`config.mk`:
```
export PLATFORM = sky130hd
export DESIGN_NAME = bluetooth_rx
export DESIGN_NICKNAME = d
export VERILOG_FILES = /design/src/rtl/bluetooth_rx_pkg.sv /design/src/rtl/bluetooth_rx.sv
export SDC_FILE = /design/constraint.sdc
export NUM_CORES = 1
export LEC_CHECK = 0
export CAP_MARGIN = 30
export CORE_ASPECT_RATIO = 1.4
export CORE_MARGIN = 2
export CORE_UTILIZATION = 45
export DETAILED_ROUTE_END_ITERATION = 10
export GPL_ROUTABILITY_DRIVEN = 0
export GPL_TIMING_DRIVEN = 0
export HOLD_SLACK_MARGIN = 0.12
export PLACE_DENSITY = 0.64
export SYNTH_ARGS = -nofsm -noshare
export SYNTH_HDL_FRONTEND = slang
export SYNTH_SLANG_ARGS = --single-unit
```
`constraint.sdc`:
```
create_clock -name iClk -period 3.15 [get_ports iClk]
set_input_delay 0.63 -clock iClk [delete_from_list [all_inputs] [get_ports iClk]]
set_output_delay 0.63 -clock iClk [all_outputs]
set_load 0.02 [all_outputs]
```
`src/rtl/bluetooth_rx_pkg.sv`:
```
// Shared types and timing helpers for the Bluetooth-link UART receiver.
// Bit timing is derived from the clock and line rates in one place.
package bluetooth_rx_pkg;

  typedef enum logic [2:0] {
    S_IDLE      = 3'd0,
    S_START     = 3'd1,
    S_DATA      = 3'd2,
    S_STOP      = 3'd3,
    S_WAIT_IDLE = 3'd4
  } rx_state_t;

  localparam int unsigned DEF_CLK_FREQ = 100_000_000;
  localparam int unsigned DEF_BAUD     = 9600;

  function automatic int unsigned calc_bit_ticks(input int unsigned clk_freq,
                                                 input int unsigned baud);
    return clk_freq / baud;
  endfunction

  function automatic int unsigned calc_half_ticks(input int unsigned clk_freq,
                                                  input int unsigned baud);
    return calc_bit_ticks(clk_freq, baud) / 2;
  endfunction

endpackage

```
`src/rtl/bluetooth_rx.sv`:
```
// 8N1 UART receiver: 2-FF synchronizer, mid-bit single sampling, and a
// toggle flag (oState) that flips once per correctly framed byte.
module bluetooth_rx
  import bluetooth_rx_pkg::*;
#(
  parameter int unsigned CLK_FREQ = DEF_CLK_FREQ,
  parameter int unsigned BAUD     = DEF_BAUD
) (
  input  logic      iClk,
  input  logic      iRst,
  input  logic      iRX,
  output logic [7:0] oData,
  output logic      oState,
  output rx_state_t oDbgState
);

  localparam int unsigned BIT_TICKS  = calc_bit_ticks(CLK_FREQ, BAUD);
  localparam int unsigned HALF_TICKS = calc_half_ticks(CLK_FREQ, BAUD);
  localparam int unsigned CNT_W      = (BIT_TICKS > 1) ? $clog2(BIT_TICKS) : 1;

  localparam logic [CNT_W-1:0] BIT_LAST  = CNT_W'(BIT_TICKS - 1);
  localparam logic [CNT_W-1:0] HALF_LAST = CNT_W'(HALF_TICKS - 1);

  rx_state_t        state;
  logic             rx_s1;
  logic             rx_s2;
  logic             rx_prev;
  logic [CNT_W-1:0] cnt;
  logic [2:0]       bit_idx;
  logic [7:0]       shreg;
  logic             fall;

  // rx_prev is the synchronized line one cycle earlier; all three reset high
  // so a line held low through reset is seen as a fresh start edge.
  assign fall      = rx_prev & ~rx_s2;
  assign oDbgState = state;

  always_ff @(posedge iClk) begin
    if (iRst) begin
      rx_s1   <= 1'b1;
      rx_s2   <= 1'b1;
      rx_prev <= 1'b1;
      state   <= S_IDLE;
      cnt     <= '0;
      bit_idx <= '0;
      shreg   <= '0;
      oData   <= '0;
      oState  <= 1'b0;
    end else begin
      rx_s1   <= iRX;
      rx_s2   <= rx_s1;
      rx_prev <= rx_s2;

      case (state)
        S_IDLE: begin
          if (fall) begin
            cnt   <= '0;
            state <= S_START;
          end
        end

        S_START: begin
          if (cnt == HALF_LAST) begin
            cnt     <= '0;
            bit_idx <= '0;
            // A line back high at mid start bit was only a glitch.
            state   <= rx_s2 ? S_IDLE : S_DATA;
          end else begin
            cnt <= cnt + 1'b1;
          end
        end

        S_DATA: begin
          if (cnt == BIT_LAST) begin
            cnt   <= '0;
            shreg <= {rx_s2, shreg[7:1]};
            if (bit_idx == 3'd7) begin
              state <= S_STOP;
            end else begin
              bit_idx <= bit_idx + 1'b1;
            end
          end else begin
            cnt <= cnt + 1'b1;
          end
        end

        S_STOP: begin
          if (cnt == BIT_LAST) begin
            cnt <= '0;
            if (rx_s2) begin
              oData  <= shreg;
              oState <= ~oState;
              state  <= S_IDLE;
            end else begin
              state <= S_WAIT_IDLE;
            end
          end else begin
            cnt <= cnt + 1'b1;
          end
        end

        S_WAIT_IDLE: begin
          if (rx_s2) begin
            state <= S_IDLE;
          end
        end

        default: state <= S_IDLE;
      endcase
    end
  end

endmodule

```
==> reports/qor.txt, run 1 <==
vias in the first global route: 1,444
CTS resizes: 0
Synth Instances: 202
CTS tree: yes
first-pass GRT wire length: 6360 um
Synth Warn #: 0
DRT iter0 DRCs: 60
final hold vios: 0
DIE WIDTH: 58.1 um
startpoint type of the worst setup path: register
DR vias: 1,509
Seq/Total Area, Yosys: 0.434
Main synth FF type: dfxtp_1
Fmax: 425 MHz
cell area after synthesis: 1840 sq um
# nets final: 229
critical path arrival: 2540 ps
pin slew with the least headroom to its limit: 697 ps
router iterations before antenna repair: 4
H-tree depth: 2
Layout Cells excl Fill: 267
drc violations: 0
IO Port Bufs: 14
Avg WL per Cell: 14.2 um
register area: 801 sq um
Final Setup Violations: 0
CTS max path bufs: 2
Max Cap Viol: 0
max incr delay on CP: 550 ps
fraction of layout cells with a size suffix above 1: 0.0893
Max Clock Skew: 2.80 ps
worst-skew pair later-pin latency: 290 ps
Cell variety after synth: 39
status: finished clean
area occupied by multi-input gates: 988 sq um
Yosys top cell by area: dfxtp_1
postcts setup bufs: 0
DP Wirelength: 2780 um
setup ws final: 799 ps
root buf cell: clkbuf_8
wirelength, routed: 3800 um
fraction of registers with async set or reset after synthesis: 0
hold_buf cts: 0
Inst Count DP: 259
Overflow after GRT: 0
# IOs: 15
Post-synth EDFFs: 0
minimum clock period after layout: 2350 ps
GRT Overall Usage: 0.177
Num CTS Buffers: 5
post-route total power: 0.000927 W
Pleak: 0.917 nW
fill count: 367
slowest CP cell: or4b_4
Max FO, Critical Path: 10
CTS sink cnt: 40
synthesized flop and latch total: 40
Die ar.: 4630 sq um
PD cells: 434 nW/um^2
Rel. slew slack: 0.535
dpl ws: 651 ps
synth-to-layout area growth: 15.8%
Clk pin slew, worst setup/hold paths: 80 ps
post-route antenna net violation count: 0
flop2flop setup slack: 800 ps
setup TNS: 0 ps
Worst IR Drop VDD: 353 uV
Final Cycle Share: 0.746
crit-path cells: or4b_4, nor4_4, a2bb2oi_2, nor2_1, a22o_1
unrepaired setup endpoints after global routing: false
critical path required time: 3340 ps
largest net degree at the start of global routing: 14
row count: 27
die height: 79.7 um
Vias/cell: 5.65
share of the synthesized area in the top cell type: 0.434
initial antenna violation count: 0
antenna cells: 0
Initial Util: 0.470
Worst Setup End Kind: register
max-slew violations: 0
kind of critical path: reg -> reg
worst hold path class: reg -> reg
syn nets: 208
synth top area cells: dfxtp_1, mux2i_1, nor2_1
syn avg cell area: 9.12 sq um
core box area: 3920 sq um
[power by group]
| part | leakage [nW] | total (W) | switching (W) | internal, W |
|---|---|---|---|---|
| combinational | 0.550 | 0.0000591 | 0.0000375 | 0.0000216 |
| sequential | 0.323 | 0.000512 | 0.00000321 | 0.000509 |
| clock | 0.0434 | 0.000356 | 0.000178 | 0.000177 |
| total | 0.917 | 0.000927 | 0.000219 | 0.000708 |
[worst max-delay path, delay by kind of cell, from the launching register on]
family	cells	cell delay, ps
flip-flops	1	390
AND/OR/NAND/NOR	3	1190
AO/OA/AOI/OAI	2	670
[layer usage]
metal | GRT usage | wire [um]
met1 | 0.211 | 1660
met2 | 0.292 | 1910
met3 | 0.0470 | 170
met5 | 0 | 0
met4 | 0.0814 | 66
[cells in the mapped netlist, types with 5 or more instances]
cell       n
mux2i_1   19
nand2_1   12
nand4_1    8
xor2_1     6
inv_1      5
nor2_1    34
or2_2      5
nand3_1    5
nand2b_1   6
dfxtp_1   40
a21oi_1    5
clkbuf_1   8
[cell type report]
class / count / share of cell area
multi-input combinational: 148 / 0.463
tap: 43 / 0.0252
buffer: 9 / 0.0164
sequential: 40 / 0.375
timing repair buffer: 14 / 0.0657
clock inverter: 2 / 0.00703
clock buffer: 6 / 0.0387
inverter: 5 / 0.00879
[layout by cell type (no fill, tap or decap), types with 3 or more instances in the layout]
master	n
o21ai_0	4
clkbuf_8	6
ha_1	3
o31ai_1	3
nor3_1	3
a22o_1	4
nor2b_1	3
or2_2	5
nand2b_1	6
clkbuf_1	8
clkdlybuf4s50_1	14
and3_1	3
inv_1	5
mux2i_1	19
dfxtp_1	40
nand2_1	12
a21oi_1	5
xor2_1	6
nor2_1	34
a21o_1	3
nand4_1	8
nand3_1	5
or4_1	3
[cells by family (layout without fill, tap and decap cells)]
family	after synthesis	in the layout	synth area share
and+or+nand+nor	91	91	0.267
buffers and inverters	14	36	0.0292
adders and majority gates	3	3	0.0204
DFF	40	40	0.434
muxes	19	19	0.103
AOI/OAI and AO/OA	29	29	0.117
xor gates and xnor gates	6	6	0.0285
[flip-flops by register name, summed over array words and instances (netlist names)]
signal     count
oData          8
shreg          8
oDbgState      3
cnt           14
oState         1
bit_idx        3
rx_s1          1
rx_s2          1
rx_prev        1
[final timing paths]
check,end,depth (start not counted),start
worst min-delay path,rx_s2,1,rx_s1
worst max register to register,cnt[2],5,cnt[9]
worst min register to register,rx_s2,1,rx_s1
worst max-delay path,cnt[2],5,cnt[9]
[through the flow]
step / hold slack (ps) / instance area (sq um) / util
CTS: 420 / 2130 / 0.545
floorplan: 389 / 1840 / -
detailed placement: 406 / 2040 / 0.520
finish: 418 / 2130 / 0.545
global route: 437 / 2130 / 0.545
global placement: 397 / 2040 / 0.520
No activity file was read; power rests on OpenSTA's default activity.
==> run 2, diff against run 1 <==
- PLACE_DENSITY: 0.64 -> 0.67
- clock period: 3.15 -> 2.1 ns (I/O delays scaled with it)
==> run 2 against run 1 <==
Global-route usage rose by 1.0 points. Cell area increased by 5.2%. Final cell count up 1.9%. Utilization grew 2.8 points. Flip-flop and latch count stayed put. Sequential share of layout area down 1.5 points. Combinational power up 83%. Non-clock buffer count rose by 5. Die area stayed put. Maximum frequency up 13%. Sequential power grew 50%. Highest routed layer unchanged.
==> reports/qor.txt, run 2 (same netlist as run 1, synthesis figures left out) <==
status: finished clean
Fmax: 481 MHz
synth-to-layout area growth: 21.8%
DIE WIDTH: 58.1 um
antenna cells: 0
CTS tree: yes
# nets final: 234
most frequent cells in the layout: dfxtp_1, nor2_1, mux2i_1, clkdlybuf4s50_1, nand2_1
Initial Util: 0.470
Final Setup Violations: 0
Worst IR Drop VDD: 509 uV
DR vias: 1,528
GRT Overall Usage: 0.187
H-tree depth: 2
drc violations: 0
initial antenna violation count: 0
worst hold path class: reg -> reg
critical path arrival: 2240 ps
kind of critical path: reg -> reg
unrepaired setup endpoints after global routing: true
IO Port Bufs: 14
largest net degree at the start of global routing: 14
Num CTS Buffers: 5
final hold vios: 0
post-route antenna net violation count: 0
CTS sink cnt: 40
die height: 79.7 um
Pleak: 0.967 nW
core box area: 3920 sq um
fraction of layout cells with a size suffix above 1: 0.166
pin slew with the least headroom to its limit: 485 ps
row count: 27
setup ws final: 20.1 ps
DRT iter0 DRCs: 81
DP Wirelength: 2680 um
commonest non-fill, non-tap cell in the layout: dfxtp_1
Top Registers: cnt x14, oData x8, shreg x8
max-slew violations: 0
Max Cap Viol: 0
root buf cell: clkbuf_8
met3 wire length: 95 um
first-pass GRT wire length: 6670 um
Overflow after GRT: 0
Layout Cells excl Fill: 272
startpoint type of the worst setup path: register
hold_buf cts: 0
router iterations before antenna repair: 4
max reg flops: 14
worst-skew pair later-pin latency: 290 ps
minimum clock period after layout: 2080 ps
Final Cycle Share: 0.990
dpl ws: -269 ps
highest metal used: met4
vias in the first global route: 1,463
Max FO, Critical Path: 7
Die ar.: 4630 sq um
critical path required time: 2260 ps
post-route total power: 0.00137 W
Vias/cell: 5.62
# IOs: 15
most flop-heavy register: cnt
CTS max path bufs: 2
WHS: 411 ps
Max Clock Skew: 12.4 ps
Avg WL per Cell: 14.1 um
Inst Count DP: 259
Worst Setup End Kind: register
wirelength, routed: 3840 um
Rel. slew slack: 0.674
met1 WL: 1680 um
Clk pin slew, worst setup/hold paths: 80 ps
PD cells: 612 nW/um^2
met2 routed WL: 1990 um
[run 2: cell types whose count changed in the layout (fill, tap and decap cells not counted), sizes merged]
cell / delta
buf: +6
clkinv: +3
clkbuf: -2
clkinvlp: -2
[run 2: area by class of cell]
type,count,area [sq um]
sequential,40,808
fill,359,1670
clock buffer,5,68.8
buffer,8,41.3
timing repair buffer,20,201
clock inverter,3,18.8
inverter,5,18.8
tap,43,53.8
multi-input combinational,148,1030
[run 2: power breakdown]
group	switching [W]	internal (W)	total, W
logic	0.0000635	0.0000450	0.000108
clock network	0.000269	0.000231	0.000500
registers	0.00000516	0.000761	0.000766
[run 2: path summary, 6_finish.rpt]
path           from          to  slack, ps  cells after the start
max reg2reg  cnt[9]  bit_idx[2]         20                      6
min reg2reg   rx_s1       rx_s2        410                      1
max          cnt[9]  bit_idx[2]         20                      6
min           rx_s1       rx_s2        410                      1
[run 2: critical path: stages, from the launching register on]
cell and delay (ps):
dfxtp_4 370, or4b_4 540, nor4_4 280, buf_4 180
and4bb_2 210, o211ai_1 190, mux2i_1 170
[run 2: repair_timing]
item                                    in CTS  in global routing
resized for setup                            1                 24
pin swaps                                    1                 13
endpoints found under the setup margin      25                 35
buffers inserted                             4                  2
[run 2: through the flow]
| step | TNS (ps) | cell area [sq um] | util |
|---|---|---|---|
| global route | -607 | 2240 | 0.573 |
| finish | 0 | 2240 | 0.573 |
| detailed placement | -6380 | 2040 | 0.520 |
| global placement | -5770 | 2040 | 0.520 |
| CTS | 0 | 2180 | 0.556 |
| floorplan | 0 | 1840 | - |
[run 2: metal layers]
metal	vias up	GRT usage
met5	-	0
met4	0	0.0860
met3	7	0.0454
met2	27	0.310
met1	719	0.223
li1	775	-
